`config.mk`:
```
export PLATFORM = sky130hd
export DESIGN_NAME = mac_accumulator
export DESIGN_NICKNAME = d
export VERILOG_FILES = /design/src/rtl/mac_pkg.sv /design/src/rtl/mac_sat_add.sv /design/src/rtl/mac_accumulator.sv
export SDC_FILE = /design/constraint.sdc
export NUM_CORES = 1
export LEC_CHECK = 0
export ABC_AREA = 0
export CAP_MARGIN = 20
export CORE_MARGIN = 1
export CORE_UTILIZATION = 50
export CTS_CLUSTER_DIAMETER = 200
export DETAILED_ROUTE_END_ITERATION = 12
export GPL_TIMING_DRIVEN = 0
export PLACE_DENSITY = 0.77
export SETUP_SLACK_MARGIN = 0.1
export SYNTH_ARGS = -nofsm -noshare
export SYNTH_HDL_FRONTEND = slang
export SYNTH_HIERARCHICAL = 1
export SYNTH_SLANG_ARGS = --single-unit
```
`constraint.sdc`:
```
create_clock -name clk -period 5.9 [get_ports clk]
set_input_delay 1.475 -clock clk [delete_from_list [all_inputs] [get_ports clk]]
set_output_delay 1.475 -clock clk [all_outputs]
set_load 0.01 [all_outputs]
```
`src/rtl/mac_pkg.sv`:
```
// Shared types and constants for the MAC accumulator slice.
package mac_pkg;

    localparam int PRODUCT_W   = 16;
    localparam int ACC_W_DEF   = 24;
    localparam int N_TERMS_DEF = 8;

    typedef enum logic [1:0] {
        IDLE  = 2'd0,
        ACCUM = 2'd1,
        HOLD  = 2'd2
    } state_t;

endpackage

```
`src/rtl/mac_sat_add.sv`:
```
// ACC_W-bit adder with carry-out; clamps to all-ones on carry when MAC_SAT_EN is defined.
module mac_sat_add #(
    parameter int ACC_W = 24
) (
    input  logic [ACC_W-1:0] acc,
    input  logic [ACC_W-1:0] addend,
    output logic [ACC_W-1:0] sum,
    output logic             carry
);

    logic [ACC_W:0] sum_wide_s;

    // One extra bit captures the carry; the sum either wraps or clamps.
    always_comb begin
        sum_wide_s = {1'b0, acc} + {1'b0, addend};
        carry      = sum_wide_s[ACC_W];
`ifdef MAC_SAT_EN
        if (sum_wide_s[ACC_W]) begin
            sum = {ACC_W{1'b1}};
        end else begin
            sum = sum_wide_s[ACC_W-1:0];
        end
`else
        sum = sum_wide_s[ACC_W-1:0];
`endif
    end

endmodule

```
`src/rtl/mac_accumulator.sv`:
```
// Sums N_TERMS unsigned products per request and holds the result until consumed.
// Optional saturation on overflow is enabled by defining MAC_SAT_EN.
module mac_accumulator
    import mac_pkg::*;
#(
    parameter int ACC_W   = ACC_W_DEF,
    parameter int N_TERMS = N_TERMS_DEF
) (
    input  logic                 clk,
    input  logic                 rst_n,
    input  logic                 start,
    input  logic                 in_valid,
    output logic                 in_ready,
    input  logic [PRODUCT_W-1:0] product,
    output logic                 out_valid,
    input  logic                 out_ready,
    output logic [ACC_W-1:0]     acc_out,
    output logic                 ovf
);

    localparam int               CNT_W    = $clog2(N_TERMS + 1);
    localparam logic [CNT_W-1:0] LAST_CNT = CNT_W'(N_TERMS - 1);

    state_t             state_r, state_s;
    logic [ACC_W-1:0]   acc_r, acc_s, sum_s;
    logic [CNT_W-1:0]   cnt_r, cnt_s;
    logic               ovf_r, ovf_s, carry_s;
    logic               in_ready_r, out_valid_r;

    mac_sat_add #(.ACC_W(ACC_W)) u_add (
        .acc    (acc_r),
        .addend (ACC_W'(product)),
        .sum    (sum_s),
        .carry  (carry_s)
    );

    // Next-state and datapath update selection.
    always_comb begin
        state_s = state_r;
        acc_s   = acc_r;
        cnt_s   = cnt_r;
        ovf_s   = ovf_r;
        case (state_r)
            IDLE: begin
                if (start) begin
                    acc_s   = {ACC_W{1'b0}};
                    cnt_s   = {CNT_W{1'b0}};
                    ovf_s   = 1'b0;
                    state_s = ACCUM;
                end else begin
                    state_s = IDLE;
                end
            end
            ACCUM: begin
                // in_ready is high throughout ACCUM, so in_valid alone accepts a beat.
                if (in_valid) begin
                    acc_s = sum_s;
                    cnt_s = cnt_r + CNT_W'(1);
                    ovf_s = ovf_r | carry_s;
                    if (cnt_r == LAST_CNT) begin
                        state_s = HOLD;
                    end else begin
                        state_s = ACCUM;
                    end
                end else begin
                    state_s = ACCUM;
                end
            end
            HOLD: begin
                if (out_ready) begin
                    state_s = IDLE;
                end else begin
                    state_s = HOLD;
                end
            end
            default: begin
                state_s = IDLE;
                acc_s   = {ACC_W{1'b0}};
                cnt_s   = {CNT_W{1'b0}};
                ovf_s   = 1'b0;
            end
        endcase
    end

    // State, datapath and handshake output registers.
    always_ff @(posedge clk or negedge rst_n) begin
        if (!rst_n) begin
            state_r     <= IDLE;
            acc_r       <= {ACC_W{1'b0}};
            cnt_r       <= {CNT_W{1'b0}};
            ovf_r       <= 1'b0;
            in_ready_r  <= 1'b0;
            out_valid_r <= 1'b0;
        end else begin
            state_r     <= state_s;
            acc_r       <= acc_s;
            cnt_r       <= cnt_s;
            ovf_r       <= ovf_s;
            in_ready_r  <= (state_s == ACCUM);
            out_valid_r <= (state_s == HOLD);
        end
    end

    assign in_ready  = in_ready_r;
    assign out_valid = out_valid_r;
    assign acc_out   = acc_r;
    assign ovf       = ovf_r;

endmodule

```
==> results.json, run 1 <==
{
  "ctsResizeCount": 0,
  "worst_pin_slew_ns": 0.758,
  "drv_slew": 0,
  "insertion_delay_ns": 0.29,
  "diodes": 0,
  "max_clock_freq_mhz": 241,
  "detail_route.vias_per_cell": 5.78,
  "drcViolationCount": 0,
  "swShare_pct": 42.7,
  "power.density_mw_per_mm2": 590,
  "crit_fanout": 3,
  "setup_violations": 0,
  "num-fill-cells": 425,
  "synth-xor-area-share_pct": 6.09,
  "switching_power_uw": 824,
  "status": "complete, no violations",
  "drive_above_1_share_pct": 9.12,
  "drt_iter0_markers": 124,
  "min_period_ns": 4.15,
  "worstPathRequired_ns": 6.08,
  "wire_per_inst_um": 15.2,
  "syn_area_mm2": 0.00259,
  "worstHoldPathType": "reg2reg",
  "die_h_um": 74.0,
  "p_clk_share_pct": 10.8,
  "muxShareOfSynthArea_pct": 1.59,
  "place.gp.congestion": 0.864,
  "ys_seq_area_share_pct": 31.9,
  "cap_violations": 0,
  "skew_ns": 0.00562,
  "sequentialPowerShare_pct": 22.0,
  "setup_tns_ns": 0,
  "grt_overflow": 0,
  "synth.area.top_cells": "dfrtp_1 32%, ha_1 12%, a22o_1 7.8%",
  "dpl_cell_area_mm2": 0.00317,
  "tritoncts": "yes",
  "h-tree-depth": 2,
  "dp_hpwl_um": 4470,
  "synthAdderAreaFrac_pct": 12.9,
  "yosys_warnings": 6,
  "vias": 2288,
  "path_clk_slew_ns": 0.07,
  "routed_wirelength_um": 6020,
  "yosys.area.top_type": "dfrtp_1",
  "synth-compound-area-share_pct": 30.1,
  "initial_core_util_pct": 53.4,
  "p_int_mw": 1.10,
  "synth_area_per_cell_um2": 9.66,
  "cp-end-kind": "flop",
  "synth_edf_count": 0,
  "cts.path.max_buffers": 2,
  "antenna_found_initial": 0,
  "worstRegToRegCells": 10,
  "reg2reg_to": "ovf",
  "p_comb_share_pct": 67.1,
  "numCtsBuffers": 5,
  "ys_ff_latch": 33,
  "netlist.area_leader.share_pct": 31.9,
  "core_mm2": 0.00485,
  "hold_viol": 0,
  "postCtsHoldBufs": 0,
  "ios": 48,
  "grt_max_degree": 34,
  "period_share_pct": 70.4,
  "grt_setup_unrepaired": "no",
  "holdCritStartpoint": "ovf",
  "drt_pass1_iterations": 4,
  "peakVddDrop_uv": 299,
  "die-area_mm2": 0.00547,
  "critPathKind": "in2reg",
  "reg2reg_slack_ns": 2.90,
  "clock-sinks": 33,
  "antenna_left": 0,
  "grt_pass1_vias": 2249,
  "yosysUniqueCellTypes": 62,
  "grt_usage_pct": 24.1,
  "ys.flop_type": "dfrtp_1",
  "hold_depth": 1,
  "root_buffer": "clkbuf_8",
  "worst_slew_margin_rel_pct": 49.5,
  "die-width_um": 74.0,
  "fin_hold_ws_ns": 0.528,
  "min_to": "ovf",
  "ys_async_sr_fraction_pct": 100,
  "io_buffers": 47,
  "arrival_ns": 4.33,
  "fin_area_mm2": 0.00327,
  "fin_nets": 376,
  "synth_top_family_by_area": "compound AO/OA/AOI/OAI gates",
  "synth-simple-area-share_pct": 12.9,
  "r2r-start": "acc_out[0]",
  "syn2layout_area_growth_pct": 26.2,
  "syn_inst": 268,
  "p_leak_nw": 1.48,
  "cp-start-kind": "input pin",
  "grt_pass1_wl_um": 10100,
  "post-cts-setup-buffers": 0,
  "rows": 25
}
-- registers in the layout (all words and copies together), names as in the netlist --
name and cells:
acc_out 24, cnt_r 4, in_ready 1, out_valid 1, ovf 1, state_r 2
-- power groups by stage --
stage	Sequential, mW	Clock [mW]	Combinational, mW
floorplan	0.455	0	0.874
global placement	0.426	0	1.25
detailed placement	0.429	0	1.27
CTS	0.427	0.213	1.28
global route	0.439	0.221	1.42
finish	0.425	0.209	1.29
-- critical path, cell delays in order --
cell and delay, ns:
clkdlybuf4s50_1 0.40, ha_1 0.24, fa_1 0.42, a21o_1 0.23, a221oi_2 0.39, o21a_1 0.19
nand2b_1 0.22, o21ai_1 0.16, a41o_1 0.25, a21boi_0 0.13, o211a_1 0.24
-- kinds of logic after synthesis --
logic type | Yosys count
compound gates | 104
xor+xnor | 18
fa+ha+maj | 26
buf+inv | 20
flops | 33
mux | 4
other cells | 1
simple gates | 62
-- cell usage after synthesis, types with 2 or more instances --
library cell and n:
xnor2_1 10, ha_1 25, nand3_1 9, nand2_1 13, and2_1 4, mux2i_1 3, nand3b_1 2, buf_6 3
a211o_1 2, o22ai_1 2, nor2_1 14, dfrtp_1 33, a31o_2 3, nand2b_1 3, a211oi_1 3, o21a_1 2
xor2_1 8, nor3_1 2, a21oi_1 23, a21o_1 7, and3_1 4, clkbuf_1 2, inv_1 10, o31ai_4 2
a22o_1 23, o21ai_0 15, buf_2 2, o21bai_1 3, o211ai_1 3
-- cells in the final DEF, fill, tap and decap left out, drive strengths merged, types with 3 or more instances in the layout --
cell type      instances
a211oi                 4
a21o                   7
a21oi                 23
a22o                  23
a31o                   3
and2                   4
and3                   4
buf                    8
clkbuf                 8
clkdlybuf4s50         46
conb                   8
dfrtp                 33
ha                    25
inv                   10
mux2i                  3
nand2                 13
nand2b                 3
nand3                 10
nor2                  15
o211ai                 4
o21ai                 16
o21bai                 3
o31ai                  3
xnor2                 10
xor2                   8
-- worst max-delay path by stage --
| stage | cells past startpoint | slack, ns | to | startpoint |
|---|---|---|---|---|
| floorplan | 10 | 2.25 | acc_out[22] | product[0] |
| global placement | 11 | 1.54 | acc_out[22] | product[0] |
| detailed placement | 11 | 1.51 | ovf | product[0] |
| CTS | 11 | 1.79 | ovf | product[0] |
| global route | 11 | 1.62 | ovf | product[0] |
| finish | 11 | 1.75 | ovf | product[0] |
-- layout make-up --
class                   instances  area (um^2)  area share (%)
plain buffers                  10         78.8            2.41
clock buffers                   5         68.8            2.10
clock inverters                 2         35.0            1.07
inverters                      10         37.5            1.15
multi-input cells             222         1670            51.2
flip-flops and latches         33          826            25.3
well taps                      67         83.8            2.56
repair buffers                 47          465            14.2
-- through the flow --
stage | util [%] | setup WS, ns | power, mW | cells
after floorplan | - | 2.25 | 1.33 | 275
after global placement | 65.4 | 1.54 | 1.67 | 389
after detailed placement | 65.3 | 1.51 | 1.70 | 389
after CTS | 67.4 | 1.79 | 1.92 | 396
after global routing | 67.4 | 1.62 | 2.09 | 396
final | 67.4 | 1.75 | 1.93 | 396
-- routing by layer --
layer  track usage (%)  vias to the layer above  routed length, um
met5                 0                        -                  0
met4              7.05                        0                 68
met3              4.61                        7                283
met2              41.4                       55               2850
met1              30.8                     1096               2820
li1                  -                     1130                  -
Note: power is estimated with default switching activity, not from simulation.
==> inputs of run 2 (changes only) <==
--- a/config.mk
+++ b/config.mk
@@ -8,7 +8,7 @@
 export ABC_AREA = 0
 export CAP_MARGIN = 20
 export CORE_MARGIN = 1
-export CORE_UTILIZATION = 50
+export CORE_UTILIZATION = 48
 export CTS_CLUSTER_DIAMETER = 200
 export DETAILED_ROUTE_END_ITERATION = 12
 export GPL_TIMING_DRIVEN = 0
==> constraint.sdc (replaced) <==
create_clock -name clk -period 3.7 [get_ports clk]
set_input_delay 0.925 -clock clk [delete_from_list [all_inputs] [get_ports clk]]
set_output_delay 0.925 -clock clk [all_outputs]
set_load 0.01 [all_outputs]
==> run 2 against run 1 <==
  * Core utilization decreased by 3.3 points
  * Sequential power increased by 60%
  * Sequential cell count unchanged
==> results.json, run 2 (synthesis results as in run 1) <==
{
  "status": "complete, no violations",
  "setup_violations": 0,
  "root_buffer": "clkbuf_8",
  "p_clk_share_pct": 11.5,
  "switching_power_mw": 1.33,
  "die-width_um": 75.5,
  "p_int_mw": 1.79,
  "h-tree-depth": 2,
  "p_comb_share_pct": 66.7,
  "antenna_found_initial": 0,
  "max_clock_freq_mhz": 283,
  "rows": 26,
  "swShare_pct": 42.6,
  "crit_chain": "clkdlybuf4s50_1 > ha_1 > fa_1 > a21o_1 > a221oi_4 > o21ai_0 > nor3b_2 > o21a_1 > a311oi_2 > inv_1 > o31ai_4",
  "fin_nets": 376,
  "path_clk_slew_ns": 0.07,
  "cp-start-kind": "input pin",
  "drcViolationCount": 0,
  "cts.path.max_buffers": 2,
  "sequentialPowerShare_pct": 21.8,
  "p_leak_nw": 1.48,
  "postCtsHoldBufs": 0,
  "die-area_mm2": 0.00569,
  "insertion_delay_ns": 0.29,
  "ios": 48,
  "hold_depth": 1,
  "cpPeakStageDelay_ns": 0.43,
  "power.total_mw": 3.12,
  "die_h_um": 75.5,
  "routed_wirelength_um": 6040,
  "antenna_left": 0,
  "hold_viol": 0,
  "core_mm2": 0.00514,
  "cp-end-kind": "flop",
  "syn2layout_area_growth_pct": 27.3,
  "ctsResizeCount": 0,
  "cap_violations": 0,
  "arrival_ns": 3.73,
  "final_cell_mix": "46 x clkdlybuf4s50_1, 33 x dfrtp_1, 25 x ha_1",
  "worstRegToRegCells": 10,
  "wire_per_inst_um": 15.1,
  "grt_usage_pct": 22.7,
  "grt_max_degree": 34,
  "initial_core_util_pct": 50.4,
  "path_delay_family": "compound AO/OA/AOI/OAI gates",
  "min_to": "acc_out[17]",
  "grt_pass1_vias": 2111,
  "dpl_cell_area_mm2": 0.00317,
  "power.density_mw_per_mm2": 947,
  "fin_ws_ns": 0.162,
  "dpl_worst_slack_ns": -0.0981,
  "holdCritStartpoint": "acc_out[17]",
  "r2r-start": "acc_out[0]",
  "reg2reg_slack_ns": 0.78,
  "worst_pin_slew_ns": 0.756,
  "layout.cells.most_common": "clkdlybuf4s50_1",
  "skew_ns": 0.0116,
  "drt_iter0_markers": 183,
  "worst_slew_margin_rel_pct": 49.6,
  "io_buffers": 47,
  "numCtsBuffers": 5,
  "min_period_ns": 3.54,
  "slowest_stage": "fa_1",
  "drt_pass1_iterations": 4,
  "peakVddDrop_uv": 418,
  "dp_hpwl_um": 4540,
  "detail_route.vias_per_cell": 5.73,
  "place_inst": 392,
  "grt_pass1_wl_um": 9720,
  "critPathKind": "in2reg",
  "grt_setup_unrepaired": "no",
  "fin_area_mm2": 0.00330,
  "drv_slew": 0,
  "worstHoldPathType": "reg2reg",
  "period_share_pct": 95.6,
  "post-cts-setup-buffers": 0,
  "clock-sinks": 33,
  "finish.utilization_pct": 64.1,
  "diodes": 0,
  "worst-path-buf-inv": 2,
  "tritoncts": "yes",
  "stdcell_count": 400,
  "worstPathRequired_ns": 3.90,
  "grt_overflow": 0,
  "setup_tns_ns": 0,
  "vias": 2290,
  "reg2reg_to": "acc_out[22]",
  "place.gp.congestion": 0.845,
  "crit_fanout": 3,
  "largest_reg_flops": 24,
  "fin_hold_ws_ns": 0.536,
  "drive_above_1_share_pct": 9.09
}
==> run 2: cell count changes in the layout (fill, tap and decap cells not counted) <==
cell	delta
a221oi_2	-1
a221oi_4	+1
clkbuf_1	+1
clkbuf_8	+1
clkinv_2	-1
==> run 2: worst max-delay path by stage <==
| stage | start | end | slack, ns | cells past startpoint |
|---|---|---|---|---|
| floorplan | product[0] | acc_out[22] | 0.60 | 10 |
| global placement | product[0] | acc_out[22] | -0.1 | 11 |
| detailed placement | product[0] | acc_out[22] | -0.1 | 11 |
| CTS | product[0] | acc_out[22] | 0.17 | 11 |
| global route | product[0] | acc_out[22] | 0.11 | 11 |
| finish | product[0] | acc_out[22] | 0.16 | 11 |
==> run 2: cell type report <==
cell class              instances  area (um^2)
fillers                       459         1840
multi-input cells             222         1690
flip-flops and latches         33          826
repair buffers                 47          465
well taps                      70         87.6
clock buffers                   7         86.3
plain buffers                  10         78.8
inverters                      10         37.5
clock inverters                 1         30.0
==> run 2: routing by layer <==
layer	vias up	GRT usage [%]	wire [um]
met4	0	5.56	52
met1	1104	29.4	2740
met5	-	0	0
met3	7	5.56	282
li1	1131	-	-
met2	48	38.4	2960
==> run 2: power by group through the flow <==
stage / Combinational, mW / Clock (mW) / Sequential (mW)
floorplan: 1.39 / 0 / 0.726
global placement: 1.98 / 0 / 0.682
detailed placement: 2.03 / 0 / 0.688
CTS: 2.05 / 0.362 / 0.682
global route: 2.30 / 0.380 / 0.707
finish: 2.08 / 0.359 / 0.681
